File: src/rtl/sw_event_gen.sv
// sw_event_gen: synchronise, debounce and turn raw push-buttons into press/release/long/repeat pulses
module sw_event_gen #(
  parameter int N_SW         = 4,
  parameter int TICK_DIV     = 50000,
  parameter int DEB_TICKS    = 20,
  parameter int LONG_TICKS   = 1000,
  parameter int REPEAT_TICKS = 200
) (
  input  logic            clk,
  input  logic            rst_n,
  input  logic [N_SW-1:0] i_sw,
  output logic [N_SW-1:0] o_press,
  output logic [N_SW-1:0] o_release,
  output logic [N_SW-1:0] o_long,
  output logic [N_SW-1:0] o_repeat,
  output logic [N_SW-1:0] o_held
);
  localparam logic [2:0]  IDLE     = 3'd0;
  localparam logic [2:0]  DEB_P    = 3'd1;
  localparam logic [2:0]  HELD     = 3'd2;
  localparam logic [2:0]  RPT      = 3'd3;
  localparam logic [2:0]  DEB_R    = 3'd4;
  localparam logic [31:0] TICK_END = 32'(TICK_DIV - 1);
  localparam logic [15:0] DEB_LIM  = 16'(DEB_TICKS);
  localparam logic [15:0] LONG_LIM = 16'(LONG_TICKS);
  localparam logic [15:0] RPT_LIM  = 16'(REPEAT_TICKS);

  logic [N_SW-1:0] s1_q, sw_s_q;
  logic [31:0]     cnt_q;
  logic            tick;

  assign tick = cnt_q == TICK_END;

  // two-flop synchroniser; flops reset to the released level so no phantom press after reset
  always_ff @(posedge clk or negedge rst_n)
    if (!rst_n) begin
      s1_q   <= '1;
      sw_s_q <= '1;
    end else begin
      s1_q   <= i_sw;
      sw_s_q <= s1_q;
    end

  // shared sample-tick divider, wraps at TICK_DIV-1
  always_ff @(posedge clk or negedge rst_n)
    if (!rst_n) cnt_q <= '0;
    else        cnt_q <= tick ? '0 : cnt_q + 32'd1;

  for (genvar g = 0; g < N_SW; g++) begin : ch
    logic [2:0]  state_q, state_d;
    logic        org_q, org_d;
    logic [15:0] dcnt_q, dcnt_d, hcnt_q, hcnt_d, dinc, hinc;
    logic        press_q, press_d, rel_q, rel_d, long_q, long_d, rpt_q, rpt_d, held_q, held_d;
    logic        s;

    assign s    = sw_s_q[g];
    assign dinc = dcnt_q + 16'd1;
    assign hinc = hcnt_q + 16'd1;

    // per-channel next state; org_q remembers whether a release bounce came from HELD or RPT
    always_comb begin
      state_d = state_q;
      org_d   = org_q;
      dcnt_d  = dcnt_q;
      hcnt_d  = hcnt_q;
      press_d = 1'b0;
      rel_d   = 1'b0;
      long_d  = 1'b0;
      rpt_d   = 1'b0;
      if (tick)
        case (state_q)
          IDLE: if (!s) begin
            state_d = DEB_P;
            dcnt_d  = 16'd1;
          end
          DEB_P: if (!s) begin
            dcnt_d = dinc;
            if (dinc == DEB_LIM) begin
              state_d = HELD;
              dcnt_d  = '0;
              hcnt_d  = '0;
              press_d = 1'b1;
            end
          end else begin
            state_d = IDLE;
            dcnt_d  = '0;
          end
          HELD: if (!s) begin
            hcnt_d = hinc;
            if (hinc == LONG_LIM) begin
              state_d = RPT;
              hcnt_d  = '0;
              long_d  = 1'b1;
            end
          end else begin
            state_d = DEB_R;
            dcnt_d  = 16'd1;
            org_d   = 1'b0;
          end
          RPT: if (!s) begin
            hcnt_d = hinc;
            if (hinc == RPT_LIM) begin
              hcnt_d = '0;
              rpt_d  = 1'b1;
            end
          end else begin
            state_d = DEB_R;
            dcnt_d  = 16'd1;
            org_d   = 1'b1;
          end
          DEB_R: if (s) begin
            dcnt_d = dinc;
            if (dinc == DEB_LIM) begin
              state_d = IDLE;
              dcnt_d  = '0;
              hcnt_d  = '0;
              rel_d   = 1'b1;
            end
          end else begin
            state_d = org_q ? RPT : HELD;
            dcnt_d  = '0;
          end
          default: begin
            state_d = IDLE;
            dcnt_d  = '0;
            hcnt_d  = '0;
          end
        endcase
      held_d = (state_d == HELD) | (state_d == RPT) | (state_d == DEB_R);
    end

    // state, counters and registered outputs; pulses self-clear on the next non-tick cycle
    always_ff @(posedge clk or negedge rst_n)
      if (!rst_n) begin
        state_q <= IDLE;
        org_q   <= 1'b0;
        dcnt_q  <= '0;
        hcnt_q  <= '0;
        press_q <= 1'b0;
        rel_q   <= 1'b0;
        long_q  <= 1'b0;
        rpt_q   <= 1'b0;
        held_q  <= 1'b0;
      end else begin
        state_q <= state_d;
        org_q   <= org_d;
        dcnt_q  <= dcnt_d;
        hcnt_q  <= hcnt_d;
        press_q <= press_d;
        rel_q   <= rel_d;
        long_q  <= long_d;
        rpt_q   <= rpt_d;
        held_q  <= held_d;
      end

    assign o_press[g]   = press_q;
    assign o_release[g] = rel_q;
    assign o_long[g]    = long_q;
    assign o_repeat[g]  = rpt_q;
    assign o_held[g]    = held_q;
  end
endmodule

File: config.mk
export PLATFORM = sky130hd
export DESIGN_NAME = sw_event_gen
export DESIGN_NICKNAME = d
export VERILOG_FILES = /design/src/rtl/sw_event_gen.sv
export SDC_FILE = /design/constraint.sdc
export NUM_CORES = 1
export LEC_CHECK = 0
export ABC_AREA = 1
export CAP_MARGIN = 20
export CORE_MARGIN = 2
export CORE_UTILIZATION = 55
export CTS_CLUSTER_DIAMETER = 60
export DETAILED_ROUTE_END_ITERATION = 16
export MAX_ROUTING_LAYER = met4
export PLACE_DENSITY = 0.72
export SKIP_CTS_REPAIR_TIMING = 1
export SYNTH_ARGS = -nofsm -noshare
export SYNTH_HDL_FRONTEND = slang
export SYNTH_SLANG_ARGS = --single-unit
export TNS_END_PERCENT = 20
File: constraint.sdc
create_clock -name clk -period 2.9 [get_ports clk]
set_clock_uncertainty 0.05 [all_clocks]
set_input_delay 0.58 -clock clk [delete_from_list [all_inputs] [get_ports clk]]
set_output_delay 0.58 -clock clk [all_outputs]
set_load 0.1 [all_outputs]
Yosys cells after proc, flatten, opt, wreduce, memory -nomap -nowiden

Index checks and enable logic that the tools add are counted.

Register bits after elaboration: 204
Input bits: 6
Word-level logic and storage cells: 330

Add/sub/neg operators: 9
Equality and inequality tests: 73
Mux-type cells: 173
Bitwise operators: 12
Reduce and logical (&&, ||, !) cells: 24

Operator list:

| operator                                                           | number |
|---|---|
| 16-bit two-way mux                                                 | 48 |
| 16-bit one-hot mux with 5 select lines                             | 4 |
| 16-bit one-hot mux with 4 select lines                             | 4 |
| 16-bit by 1-bit adder with 16-bit output (second input constant)   | 8 |
| 3-bit two-way mux                                                  | 36 |
| 1-bit two-way mux                                                  | 72 |
| 16-bit by 10-bit == test with 1-bit output (second input constant) | 4 |
| 16-bit by 5-bit == test with 1-bit output (second input constant)  | 4 |
| 16-bit by 8-bit == test with 1-bit output (second input constant)  | 4 |
| 3-bit one-hot mux with 5 select lines                              | 4 |
| 2-bit != test (second input constant)                              | 28 |
| 3-bit by 2-bit == test with 1-bit output (second input constant)   | 16 |
| 32-bit by 1-bit adder with 32-bit output (second input constant)   | 1 |
| 32-bit by 16-bit == test with 1-bit output (second input constant) | 1 |
| 32-bit two-way mux                                                 | 1 |
| 3-bit == test (second input constant)                              | 8 |
| 6-bit AND reduction                                                | 4 |
| 4-bit AND reduction                                                | 4 |
| 3-bit by 1-bit == test with 1-bit output (second input constant)   | 4 |
| 3-bit zero test                                                    | 4 |
| 3-bit AND reduction                                                | 4 |
| 2-bit by 1-bit != test with 1-bit output (second input constant)   | 4 |
| 1-bit OR                                                           | 8 |
| 1-bit one-hot mux with 2 select lines                              | 4 |
| 3 further kinds                                                    | 12 |

Longest topological paths before layout

Gate-level depths: netlist of the first run.

Depth in word-level cells: 9
Mapped depth: 17
Depth with buffers taken out: 17

Worst setup path after synthesis of the first run

No wires, ideal clock.

Kind: flip-flop to flip-flop
Start point: register ch[1].hcnt_q[0]
End point: register ch[1].hcnt_q[1]
Setup time: 0.118 ns
Arrival: 1.934 ns
Data required time: 2.732 ns
Path slack: 0.797 ns
Stages on the path, launching flop included: 17
Path buffers: 1
Path through: dfrtp_1 > ha_1 > nand3_1 > inv_1 > nand2_1 > nand3_1 > nor2_1 > inv_1 > nor2_1 > nand2_1 > nor3b_1 > nand2_1 > nand2_1 > nand2_1 > buf_4 > nand4_1 > nand2_1

Longest elaborated chain between the ends: 5
Elaborated cells on any way between the ends: 8
Classes of those cells: add/sub (1); eq/ne (2); mux (5)

Ends and longest elaborated chain:

| what                                                                                                           | line    | text |
|---|---|---|
| from (decl)                                                                                                    | 52      | `logic [15:0] dcnt_q, dcnt_d, hcnt_q, hcnt_d, dinc, hinc;` |
| from (signal assigned)                                                                                         | 148     | `hcnt_q <= hcnt_d;` |
| 16-bit by 1-bit adder with 16-bit output *                                                                     | 58      | `assign hinc = hcnt_q + 16'd1;` |
| 16-bit by 8-bit == test with 1-bit output / 16-bit by 10-bit == test with 1-bit output (equally long branches) | 102, 90 |  |
| 16-bit two-way mux, on equally long branches                                                                   | 102, 90 |  |
| 16-bit two-way mux, on equally long branches                                                                   | 100, 88 |  |
| 16-bit one-hot mux with 5 select lines *                                                                       | 71      | `case (state_q)` |

Every way passes the cells marked *; elsewhere a longest branch is shown, timed or not. The select of a mux whose other input is x is not followed.
A chain may end at the register's enable or synchronous reset.

Worst setup path after layout of the first run

Start point: register cnt_q[0]
End point: register ch[1].dcnt_q[15]

Longest elaborated chain between the ends: 2

Ends and longest elaborated chain:

| what                                       | line | text |
|---|---|---|
| from (decl)                                | 29   | `logic [31:0] cnt_q;` |
| from (signal assigned)                     | 47   | `else cnt_q <= tick ? '0 : cnt_q + 32'd1;` |
| 32-bit by 16-bit == test with 1-bit output | 32   | `assign tick = cnt_q == TICK_END;` |
| 3-bit AND reduction (no source line)       | -    |  |
| to (signal assigned)                       | 147  | `dcnt_q <= dcnt_d;` |
| to (decl)                                  | 52   |  |

Every way passes these cells.

==> results of run 1 <==
==> final cells by class <==
type,count,area (um^2)
sequential,204,5115
fill,2034,8542
inverter,259,980.9
timing repair buffer,42,370.4
multi-input combinational,1341,6415
clock buffer,36,748.2
tap,285,356.6
clock inverter,12,181.4
==> per-stage QoR <==
| stage | power (mW) | std cells |
|---|---|---|
| floorplan | 2.929 | 1847 |
| global placement | 3.011 | 2130 |
| detailed placement | 3.011 | 2130 |
| CTS | 6.470 | 2178 |
| global route | 6.608 | 2179 |
| finish | 6.406 | 2179 |
==> power groups by stage <==
stage                     clock [mW]  combinational [mW]  sequential (mW)
after global placement             0              0.0970             2.91
after global routing            3.64               0.111             2.86
after floorplan                    0              0.0169             2.91
after CTS                       3.51              0.0982             2.86
final                           3.45              0.0933             2.86
after detailed placement           0              0.0979             2.91
==> synth_stat cells (3+ instances only) <==
master and count:
o22ai_1 30, inv_1 254, xor2_1 55, nand3b_1 11, clkbuf_1 8, dfrtp_1 196, nand2_2 7, buf_4 25
xnor2_1 7, nor4_1 15, o21ai_1 21, nor3_1 48, o21ai_0 81, a31oi_1 5, nand3_2 7, nor2_4 3
nor2_2 15, nand3_1 164, nand4_1 61, nor2_1 264, o21bai_1 4, a21oi_1 14, buf_2 8, nand2_1 498
dfstp_2 8, ha_1 9
==> critical path, cell delays in order (launching register included) <==
cell,delay [ps]
dfrtp_1,370
ha_1,190
nand2_1,80
nor2_2,190
nand3_1,130
nor4_1,280
nand2_1,300
buf_4,260
nor2_1,150
nand2_1,110
a21oi_4,310
nand3_1,110
o21ai_0,90
==> flip-flops by register name (all words and copies together), names as in the netlist <==
register	cells
ch.hcnt_q	64
sw_s_q	4
cnt_q	32
ch.org_q	4
ch.long_q	4
ch.held_q	4
ch.rpt_q	4
ch.dcnt_q	64
s1_q	4
ch.press_q	4
ch.state_q	12
ch.rel_q	4
==> cell families after synthesis <==
family          share of synthesized area (%)
compound gates                          7.271
xor+xnor                                4.374
fa+ha+maj                              0.8807
buf+inv                                 9.844
flops                                   40.00
simple gates                            37.63
==> per-layer routing <==
metal  vias up  track usage (%)  part of all wire, %
li1       6003                -                    -
met1      5481            35.09                   47
met2       291            42.10                   46
met3        44            2.631                  5.1
met4         0            5.898                  2.0
met5         -                -                    0
==> final timing paths <==
path	from	endpoint	depth (start not counted)
min reg2reg	s1_q[2]	sw_s_q[2]	0
min	rst_n	ch[3].hcnt_q[4]	1
max reg2reg	cnt_q[0]	ch[1].dcnt_q[15]	12
max	cnt_q[0]	ch[1].dcnt_q[15]	12
min in group clk	s1_q[2]	sw_s_q[2]	0
max in group asynchronous	rst_n	s1_q[0]	2
==> metrics.csv, run 1 <==
stage,metric,value,unit
placement,dpl.hpwl,21890,um
floorplan,io_pins,26,
finish,fin_area,14170,um^2
placement,routabilityCongestion,0.9570,
global_routing,grt_overflow_total,0,
synth,synth_cell_types,46,
floorplan,dieHeight,156.5,um
timing,min_period_over_period,92.83,%
floorplan,dieArea,24480,um^2
synth,syn_nets,1862,
clock_network,cts_tree,built,
run_status,violations,negative hold slack,
floorplan,num_rows,55,
synth,synth.largest_area_cell,dfrtp_1,
placement,dp_slack,262.3,ps
finish,layout_common_cells,"497 x nand2_1, 264 x nor2_1, 254 x inv_1",
synth,synth_cells,1847,
global_routing,antenna_found_initial,0,
power,seqPwrFrac,44.7,%
clock_network,clockBufferDepth,3,
timing,rsz0062_at_grt,false,
synth,synth_top_area_share,38.36,%
synth,synth-edff-count,0,
synth,yosysSeqAreaShare,40.00,%
power,p_switching,1.363,mW
route,dr.pass1.iters,5,
floorplan,start_util,56.30,%
route,ant_nets,0,
timing,tightest_slew,568.3,ps
floorplan,fp.dieW,156.5,um
synth,netlist_area,12790,um^2
route,viasPerCell,5.424,
route,dr_total_vias,11819,
power,p_sw_share,21.28,%
route,finalWirelength,30080,um
worst_setup_path,arrival,3080,ps
finish,antennaDiodeCount,0,
clock_network,cts.sinks,204,
clock_network,clk_latency,530,ps
worst_setup_path,end_kind,flip-flop,
job,maxCapViolCount,0,
finish,fin_util,62.39,%
route,wire_per_inst,13.81,um
placement,placed_area,13230,um^2
power,internal_power,5.042,mW
synth,ys_top_cells_by_area,"dfrtp_1 38%, nand2_1 15%, nor2_1 7.8%",
clock_network,cts_inserted_buffers,26,
worst_setup_path,worstPathRequired,3290,ps
finish,fin_nets,1889,
worst_setup_path,crit_fanout,10,
global_routing,grt_pass1_vias,11040,
worst_setup_path,setup.worst_path.class,flip-flop to flip-flop,
synth,synth-seq-cells,204,
timing,tns,0,ps
clock_network,path_clk_slew,60,ps
timing,final-hold-violation-count,47,
clock_network,cts-root-buf,clkbuf_16,
synth,ys_warn_count,0,
route,drt-initial-drc-count,809,
timing,timing.fmax,0.3714,GHz
power,p_per_area,452.2,nW/um^2
worst_setup_path,startpoint_type,flip-flop,
timing,setup_viol,0,
synth,ys_async_sr_fraction,100.0,%
timing,final.setup.worst_slack,207.8,ps
synth,synth_flop_cell,dfrtp_1,
finish,mostFrequentLayoutCell,nand2_1,
power,ir_drop,458.8,uV
timing,hold_slack,-46.42,ps
timing,min_period,2692,ps
power,comb_power_share,1.5,%
timing,maxSlewHeadroom,62.12,%
placement,port-buffer-count,25,
worst_hold_path,hp-class,input port to asynchronous set/reset pin,
power,clkPwrFrac,53.9,%
synth,syn_avg_cell_area,6.923,um^2
timing,maxSlewViolCount,0,
floorplan,core,22710,um^2
power,leakage,6.617,nW
route,drc_errors,0,
run_status,status,"complete, but fails checks",
global_routing,grt_max_degree,73,
finish,area_growth_syn_to_layout,10.80,%
worst_setup_path,ff2ff_setup_slack,210,ps
clock_network,cts_htree_levels,1,
global_routing,track_usage,25.82,%
finish,drive_gt1_share,7.286,%
global_routing,grt_pass1_wl,51370,um
(Power assumes the default switching activity.)
==> inputs of run 2 (changes only) <==
- ABC_CLOCK_PERIOD_IN_PS: unset -> 2900
- CORE_UTILIZATION: 55 -> 25
- PLACE_DENSITY: 0.72 -> unset
==> run 2 against run 1 <==
The run now ends clean. Highest routed layer unchanged. Global-route usage is 13 points lower. Critical endpoint is now ch[3].held_q. Cell count up 18%. Routed wire length increased by 7.2%. Combinational power is 3.1% higher. Die area grew 120%. Clock power up 3%.
==> metrics.csv, run 2 (synthesis results as in run 1) <==
stage,metric,value,unit
run_status,status,"complete, no violations",
worst_hold_path,min_to,sw_s_q[0],
floorplan,core,50270,um^2
worst_setup_path,worstPathRequired,3260,ps
clock_network,cts_tree,built,
floorplan,dieArea,52970,um^2
timing,tightest_slew,564.2,ps
floorplan,start_util,25.43,%
timing,min_period_over_period,91.75,%
finish,fin_cells,2568,
global_routing,antenna_found_initial,0,
worst_hold_path,hold-path-cell-count,0,
worst_hold_path,hp-class,flip-flop to flip-flop,
floorplan,dieHeight,230.2,um
worst_hold_path,worst_hold_startpoint,s1_q[0],
route,finalWirelength,32260,um
finish,layout_common_cells,"495 x nand2_1, 264 x nor2_1, 254 x inv_1",
placement,port-buffer-count,25,
timing,maxSlewViolCount,0,
finish,fin_util,29.19,%
timing,final-hold-violation-count,0,
global_routing,grt_pass1_wl,55370,um
power,leakage,6.620,nW
timing,rsz0062_at_grt,false,
worst_setup_path,arrival,3020,ps
finish,reg.largest.list,"ch.dcnt_q (64), ch.hcnt_q (64), cnt_q (32)",
job,maxCapViolCount,0,
clock_network,cts_inserted_buffers,26,
worst_setup_path,reg2reg_depth,13,
worst_setup_path,end_kind,flip-flop,
timing,tns,0,ps
timing,min_period,2661,ps
worst_setup_path,rr_endpoint,ch[3].held_q,
timing,setup_viol,0,
worst_setup_path,startpoint_type,flip-flop,
finish,mostFrequentLayoutCell,nand2_1,
global_routing,grt_max_degree,69,
worst_setup_path,crit_fanout,9,
global_routing,grt_pass1_vias,11417,
finish,drive_gt1_share,7.489,%
worst_setup_path,r2r_start,ch[3].dcnt_q[0],
placement,dpl.hpwl,23710,um
power,p_per_area,443.2,nW/um^2
route,ant_nets,0,
global_routing,grt_overflow_total,0,
finish,area_growth_syn_to_layout,14.79,%
finish,fin_nets,1891,
clock_network,cts.sinks,204,
route,wire_per_inst,12.56,um
route,dr_total_vias,11936,
route,drt-initial-drc-count,851,
clock_network,cts_htree_levels,1,
route,viasPerCell,4.648,
power,ir_drop,356.0,uV
route,drc_errors,0,
route,dr.pass1.iters,5,
worst_setup_path,setup.worst_path.class,flip-flop to flip-flop,
finish,antennaDiodeCount,0,
floorplan,num_rows,82,
clock_network,path_clk_slew,60,ps
placement,routabilityCongestion,0.9272,
finish,fillers,5406,
timing,timing.fmax,0.3758,GHz
clock_network,clk_latency,560,ps
placement,dp.cells,2519,
worst_setup_path,ff2ff_setup_slack,240,ps
clock_network,clockBufferDepth,3,
floorplan,fp.dieW,230.2,um
timing,hold_slack,278.5,ps
floorplan,io_pins,26,
clock_network,cts-root-buf,clkbuf_16,
global_routing,track_usage,12.63,%
timing,maxSlewHeadroom,62.10,%
[run 2: worst max-delay path by stage]
stage,start,endpoint
after detailed placement,cnt_q[0],ch[0].dcnt_q[1]
after global routing,ch[3].dcnt_q[0],ch[3].hcnt_q[13]
after CTS,cnt_q[0],ch[0].dcnt_q[1]
after global placement,ch[3].dcnt_q[0],ch[3].hcnt_q[11]
final,ch[3].dcnt_q[0],ch[3].held_q
after floorplan,ch[1].hcnt_q[0],ch[1].hcnt_q[1]
[run 2: worst max-delay path, stage by stage (launching register included)]
cell     delay (ps)
dfrtp_1         420
ha_1            270
nand3_1         170
nor2_2          220
nand2_1         100
xor2_1          210
nand3_1         130
nor2_2          170
nand2_4         120
nand2_1          70
nand3_1          70
nand2_1          80
nand2_1          60
o21ai_0         360
[run 2: layout make-up]
cell class                      count  area (um^2)  share of cell area (%)
Tap cell                          672        840.8                   5.729
Clock inverter                     14        222.7                   1.517
Multi-Input combinational cell   1341         6420                   43.74
Timing Repair Buffer               44        375.4                   2.558
Sequential cell                   204         5115                   34.85
Inverter                          259        982.2                   6.692
Clock buffer                       34        720.7                   4.910
[run 2: layer usage]
layer | track usage, % | vias up | wire length (um) | share of wire, %
li1 | - | 5990 | - | -
met1 | 17.51 | 5636 | 15960 | 49
met2 | 19.47 | 272 | 14210 | 44
met3 | 1.835 | 38 | 1520 | 4.7
met4 | 2.742 | 0 | 573 | 1.8
met5 | - | - | 0 | 0
[run 2: report_power, final]
group	switching, mW	internal, mW
Combinational	0.0743	0.0219
Clock	1.34	2.21
Sequential	0.00660	2.86
Total	1.42	5.09
[run 2: metrics by stage]
| stage | cell area, um^2 | total power, mW | setup slack [ps] |
|---|---|---|---|
| after detailed placement | 13710 | 3.016 | 145.3 |
| after global placement | 13710 | 3.015 | 239.8 |
| final | 14680 | 6.505 | 239.4 |
| after CTS | 14660 | 6.624 | 140.9 |
| after floorplan | 12790 | 2.929 | 797.4 |
| after global routing | 14680 | 6.758 | 52.37 |
